## src/rtl/fetch_unit.sv

```systemverilog
// rtl/fetch_unit.sv - instruction fetch: PC, ROM latency absorption, 3-entry queue to decode
module fetch_unit #(
    parameter int                    ADDR_WIDTH = 8,
    parameter int                    DATA_WIDTH = 32,
    parameter logic [ADDR_WIDTH-1:0] RESET_PC   = '0
) (
    input  logic                  clk,
    input  logic                  reset,
    output logic [ADDR_WIDTH-1:0] rom_addr,
    input  logic [DATA_WIDTH-1:0] rom_data,
    output logic [DATA_WIDTH-1:0] inst_out,
    output logic [ADDR_WIDTH-1:0] inst_pc,
    output logic                  inst_valid,
    input  logic                  inst_ready,
    input  logic                  branch_valid,
    input  logic [ADDR_WIDTH-1:0] branch_target,
    input  logic                  halt
);
    logic [ADDR_WIDTH-1:0] pc;
    logic [ADDR_WIDTH-1:0] req_pc;
    logic                  inflight;
    logic [1:0]            count;
    logic [DATA_WIDTH-1:0] q_data [3];
    logic [ADDR_WIDTH-1:0] q_pc   [3];

    logic                  issue;
    logic                  push;
    logic                  pop;
    logic [2:0]            occupancy;
    logic [1:0]            widx;
    logic [1:0]            count_n;
    logic [DATA_WIDTH-1:0] q_data_n [3];
    logic [ADDR_WIDTH-1:0] q_pc_n   [3];

    // The ROM address comes straight from the PC flop; the head entry is the output.
    assign rom_addr   = pc;
    assign inst_out   = q_data[0];
    assign inst_pc    = q_pc[0];
    assign inst_valid = (count != 2'd0);

    // Issue only when queued plus outstanding words leave room for the reply; registered state only.
    always_comb begin
        occupancy = {1'b0, count} + {2'b00, inflight};
        issue     = !reset && !halt && !branch_valid && (occupancy <= 3'd2);
        push      = inflight && !branch_valid;
        pop       = inst_valid && inst_ready;
    end

    // Shift-down queue: entry 0 is the head, a pop shifts, a push lands behind the survivors.
    always_comb begin
        q_data_n = q_data;
        q_pc_n   = q_pc;
        count_n  = count;
        widx     = count - {1'b0, pop};
        if (branch_valid) begin
            count_n = 2'd0;
        end else begin
            if (pop) begin
                q_data_n[0] = q_data[1];
                q_data_n[1] = q_data[2];
                q_pc_n[0]   = q_pc[1];
                q_pc_n[1]   = q_pc[2];
            end
            if (push) begin
                for (int i = 0; i < 3; i++) begin
                    if (widx == 2'(i)) begin
                        q_data_n[i] = rom_data;
                        q_pc_n[i]   = req_pc;
                    end
                end
            end
            count_n = count + {1'b0, push} - {1'b0, pop};
        end
    end

    // PC, outstanding-read tracking and queue storage; a redirect overrides issue.
    always_ff @(posedge clk or posedge reset) begin
        if (reset) begin
            pc       <= RESET_PC;
            req_pc   <= '0;
            inflight <= 1'b0;
            count    <= 2'd0;
            for (int i = 0; i < 3; i++) begin
                q_data[i] <= '0;
                q_pc[i]   <= '0;
            end
        end else begin
            count    <= count_n;
            q_data   <= q_data_n;
            q_pc     <= q_pc_n;
            inflight <= issue;
            if (issue) begin
                req_pc <= pc;
            end
            if (branch_valid) begin
                pc <= branch_target;
            end else if (issue) begin
                pc <= pc + ADDR_WIDTH'(1);
            end
        end
    end
endmodule

```

## config.mk

```make
export PLATFORM = sky130hd
export DESIGN_NAME = fetch_unit
export DESIGN_NICKNAME = d
export VERILOG_FILES = /design/src/rtl/fetch_unit.sv
export SDC_FILE = /design/constraint.sdc
export NUM_CORES = 1
export LEC_CHECK = 0
export BUFFER_PORTS_ARGS = -buffer_cell sky130_fd_sc_hd__clkbuf_2
export CELL_PAD_IN_SITES_DETAIL_PLACEMENT = 2
export CELL_PAD_IN_SITES_GLOBAL_PLACEMENT = 2
export CORE_ASPECT_RATIO = 1.1
export CORE_MARGIN = 1.5
export CORE_UTILIZATION = 40
export CTS_BUF_LIST = sky130_fd_sc_hd__clkbuf_8
export DETAILED_ROUTE_END_ITERATION = 10
export PLACE_DENSITY_LB_ADDON = 0.1
export SYNTH_ARGS = -nofsm -noshare
export SYNTH_HDL_FRONTEND = slang
export SYNTH_SLANG_ARGS = --single-unit
```

## constraint.sdc

```tcl
create_clock -name clk -period 5.9 [get_ports clk]
set_clock_uncertainty 0.2 [all_clocks]
set_input_delay 0.885 -clock clk [delete_from_list [all_inputs] [get_ports clk]]
set_output_delay 0.885 -clock clk [all_outputs]
set_load 0.01 [all_outputs]
```

; After elaboration in Yosys (flattened, before gate mapping)
; Index checks and enable logic that the tools add are counted.
[word_totals]
reg_bits = 139
in_bits = 45
wordCells = 44
[op_classes]
n_addsub = 5
n_lt_le_gt_ge = 1
eq_ne = 2
mux = 13
n_bitwise = 1
reduce_logical = 12
[op_table]
columns = op, count
row1 = $mux W32, 3
row2 = $mux W96, 1
row3 = $mux W64, 1
row4 = $mux W8, 5
row5 = $mux W24, 1
row6 = $mux W16, 1
row7 = $add A8 B1 Y8 const B, 1
row8 = $logic_and A1 B1 Y1, 5
row9 = $reduce_bool A2 Y1, 2
row10 = $sub A2 B1 Y2, 2
row11 = $add A2 B1 Y3, 1
row12 = $le A3 B2 Y1 const B, 1
row13 = $logic_not A1 Y1, 3
row14 = $reduce_and A3 Y1, 1
row15 = $add A2 B1 Y2, 1
row16 = $eq A2 B1 Y1 const B, 1
row17 = $eq A2 B2 Y1 const B, 1
row18 = $logic_not A2 Y1, 1
row19 = $mux W2, 1
row20 = $not A1 Y1, 1

; Longest topological paths before layout
[depth]
word_depth = 6
ltp_mapped = 8
depth_no_buf = 7

; Least setup slack after synthesis
; Ideal clock, no wire load.
[synth_path]
path_kind = input to register
start = input inst_ready
end = register q_pc[8] (netlist bit)
t_arrival_ns = 2.422
required_time_ns = 5.579
slack_ns = 3.157
cell_stages = 8
path_buffers = 1
cell_sequence = o21ai_1 inv_1 ha_1 xnor2_2 nand3_1 clkbuf_1 o22a_1 o22a_1
[synth_via]
elab_chain_cells = 5
elab_cells_between_ends = 6
classes_between = add/sub: 1 / eq/ne: 1 / mux: 3 / reduce/logical: 1
[synth_rtl]
columns = element, line
row1 = "start, declared", 14  ; input logic inst_ready,
row2 = $logic_and A1 B1 Y1 (*), 46  ; pop = inst_valid && inst_ready;
row3 = $sub A2 B1 Y2, 54  ; widx = count - {1'b0, pop};
row4 = $eq A2 B1 Y1, 66  ; if (widx == 2'(i)) begin
row5 = $mux W8, 66
row6 = $mux W24 (*), 64  ; if (push) begin
row7 = "end signal, assigned", 90  ; q_pc <= q_pc_n;
row8 = "end, declared", 24  ; logic [ADDR_WIDTH-1:0] q_pc [3];
; Mark *: on every way between the ends. The rest lies on a longest branch, timed or not.
; A chain may end at the register's enable or synchronous reset.

; Worst setup path after layout
[layout_path]
start = register count[1]
end = register q_data (netlist bit inst_out[21])
[layout_via]
elab_chain_cells = 6
elab_cells_between_ends = 7
classes_between = add/sub: 1 / mux: 3 / reduce/logical: 3
[layout_rtl]
columns = element, line
row1 = "start, declared", 22  ; logic [1:0] count;
row2 = "start signal, assigned", 88  ; count <= count_n;
row3 = $reduce_bool A2 Y1, 39  ; assign inst_valid = (count != 2'd0);
row4 = $logic_and A1 B1 Y1, 46
row5 = $sub A2 B1 Y2, 54
row6 = $logic_not A2 Y1, 66
row7 = $mux W32, 66
row8 = $mux W96 (*), 64
row9 = "end signal, assigned", 89  ; q_data <= q_data_n;
row10 = "end, declared", 23  ; logic [DATA_WIDTH-1:0] q_data [3];
; Marked as above.

==> results.cfg <==
[status]
outcome = finished clean

[global_route]
grt-ovfl-total = 0
grt_first_pass_wirelength_um = 26200
grt_start_max_net_pins = 91
initial_antenna_violation_count = 0
grtUsageTotal_pct = 20.98
via_count_of_the_first_global_routing_pass = 4786

[synth]
synth_top_cells_by_count = sky130_fd_sc_hd__o22a_1 (160), sky130_fd_sc_hd__dfrtp_1 (139), sky130_fd_sc_hd__mux2_2 (50)
synth.largest_area_cell = sky130_fd_sc_hd__dfrtp_1
synthCells = 494
syn_avg_cell_area_sq_um = 12.93
synth_area_sq_um = 6386
synthTopCellsByArea = sky130_fd_sc_hd__dfrtp_1 (54%), sky130_fd_sc_hd__o22a_1 (22%), sky130_fd_sc_hd__mux2_2 (8.8%)
synth_top_cell_area_share_pct = 54.47
synth_enable_flop_cells = 0
synth_sequential_area_ratio_pct = 54.47
synth-main-ff-cell = sky130_fd_sc_hd__dfrtp_1
net_count_synth = 545
yosys_register_bits = 139
synthMostInstantiatedCell = sky130_fd_sc_hd__o22a_1
synth_cell_types = 34
yosysWarningCount = 0
async_flop_share_pct = 100.0

[floorplanning]
ioPinCount = 94
die_y_um = 135.5
row_cnt = 48
die_area_sq_um = 16730
die_outline_width_um = 123.5
start_util_pct = 40.74
coreArea_sq_um = 15680

[layout]
num-fill-cells = 1566
area.growth.synth_to_final_pct = 11.93
finish.net_count = 584
final_layout_size_suffix_gt1_share_pct = 35.16
num_antenna_cells = 0

[clock_tree]
clock_sink_count = 139
insertion_delay_ns = 0.45
tritoncts_clock_tree = done
cts_setup_buffers = 0
cts.reportedPaths.clkPinSlew_ns = 0.08
cts_inserted_buffers = 17
ctsRootBufferMaster = sky130_fd_sc_hd__clkbuf_8
cts_repair_resize_count = 0
cts_hold_buffers = 0
clock_path_buffers = 2
ctsHtreeMaxLevel = 4

[sta]
drv_slew = 0
aggregate_negative_setup_slack_ns = 0
tightestPinTransition_ns = 1.124
timing.slew.headroom_pct = 25.07
timing_hold_violations_final = 0
max_clock_freq_mhz = 282.1
worst_hold_slack_ns = 0.3093
setup_violations = 0
fin_crit_sh_pct = 60.07
rsz0062_at_grt = false
post-route-min-period_ns = 3.544

[critical_path]
worst-path-max-fanout = 22
critical_path_class = reg -> reg
critPathArrivalTime_ns = 3.73
critical_path.startpoint_type = register
data_required_time_at_the_worst_endpoint_ns = 6.08
worst_setup_path_end_kind = register

[place]
dpl.hpwl_um = 9731
finalWeightedCongestion = 0.7359
port_buffers = 93

[power_and_ir_drop]
total_leakage_power_uw = 0.003061
power_density_nw_per_um2 = 531.5
irDropWorstVdd_v = 0.0001754

[routing]
vias_per_cell = 5.782
totalWireLength_um = 16210
wire_per_inst_um = 21.73
dr_total_vias = 4313
drt.antenna.violating_nets = 0
drtPass1Iterations = 4
drt_iter0_markers = 192
drc_errors = 0

[run]
max-cap-violations = 0

[hold_path]
hold_class = reg -> reg
==> critical path: stages, from the launching register on <==
cell	delay [ns]
sky130_fd_sc_hd__dfrtp_1	0.48
sky130_fd_sc_hd__o21ai_1	0.66
sky130_fd_sc_hd__inv_1	0.11
sky130_fd_sc_hd__ha_1	0.24
sky130_fd_sc_hd__xnor2_2	0.36
sky130_fd_sc_hd__nand3_2	0.18
sky130_fd_sc_hd__a21oi_4	0.65
sky130_fd_sc_hd__buf_4	0.40
sky130_fd_sc_hd__o22a_1	0.18
==> stage by stage <==
| stage | total power (uW) | cell area [sq um] | util (%) | worst slack [ns] | instances |
|---|---|---|---|---|---|
| floorplan | 2739 | 6386 | - | 1.090 | 494 |
| global placement | 2916 | 6723 | 42.89 | 2.133 | 714 |
| detailed placement | 3018 | 6723 | 42.89 | 2.041 | 714 |
| CTS | 3862 | 7148 | 45.60 | 2.308 | 746 |
| global route | 4054 | 7148 | 45.60 | 2.072 | 746 |
| finish | 3799 | 7148 | 45.60 | 2.356 | 746 |
==> metal layers <==
layer / part of all wire (%) / GRT usage, % / up-vias
met5: 0 / 0 / -
met4: 0.91 / 5.939 / 0
met3: 2.8 / 4.335 / 11
met2: 52 / 36.45 / 74
met1: 44 / 26.35 / 2305
li1: - / - / 1923
==> sequential cells by signal (all words and copies together) (netlist names) <==
signal and count:
req_pc 8, q_pc 16, inst_out 32, rom_addr 8, inflight 1, inst_pc 8
count 2, q_data 64
==> cell families (layout without fill, tap and decap cells) <==
kind of cell / after synthesis / after routing / synth area share, %
buf+inv: 87 / 139 / 7.896
simple gates: 22 / 22 / 2.057
mux: 53 / 53 / 9.326
compound gates: 178 / 178 / 23.73
flops: 139 / 139 / 54.47
fa+ha+maj: 6 / 6 / 1.176
xor+xnor: 9 / 9 / 1.352
==> layout make-up <==
class                           count  area, sq um  share of cell area (%)
Tap cell                          200        250.2                   3.501
Clock buffer                       17        234.0                   3.273
Multi-Input combinational cell    268         2442                   34.17
Clock inverter                     15        191.4                   2.678
Sequential cell                   139         3478                   48.66
Timing Repair Buffer              100        520.5                   7.282
Inverter                            7        31.28                  0.4376
==> cells in the final DEF (no fill, tap or decap), types with 7 or more instances in the layout <==
cell	n
sky130_fd_sc_hd__nand2_1	7
sky130_fd_sc_hd__dfrtp_1	139
sky130_fd_sc_hd__clkbuf_2	92
sky130_fd_sc_hd__buf_4	8
sky130_fd_sc_hd__clkbuf_8	17
sky130_fd_sc_hd__o22a_1	160
sky130_fd_sc_hd__mux2_2	50
==> worst paths after layout <==
kind / endpoint / cells past startpoint / slack [ns] / startpoint
hold reg to reg: inst_out[0]$_DFFE_PP0N_ / 1 / 0.31 / inst_out[0]$_DFFE_PP0N_
hold / removal: inst_out[0]$_DFFE_PP0N_ / 1 / 0.31 / inst_out[0]$_DFFE_PP0N_
setup reg to reg: inst_out[21]$_DFFE_PP0N_ / 8 / 2.36 / count[1]$_DFF_PP0_
max in group asynchronous: q_data[52]$_DFFE_PP0N_ / 3 / 3.88 / reset
setup / recovery: inst_out[21]$_DFFE_PP0N_ / 8 / 2.36 / count[1]$_DFF_PP0_
min in group asynchronous: rom_addr[2]$_DFFE_PP0P_ / 2 / 0.39 / reset
==> power breakdown <==
part	internal [uW]	switching (uW)	total, uW
combinational	712	600	1310
clock	425	396	821
sequential	1390	282	1670
total	2520	1280	3800
(Power assumes the default switching activity.)
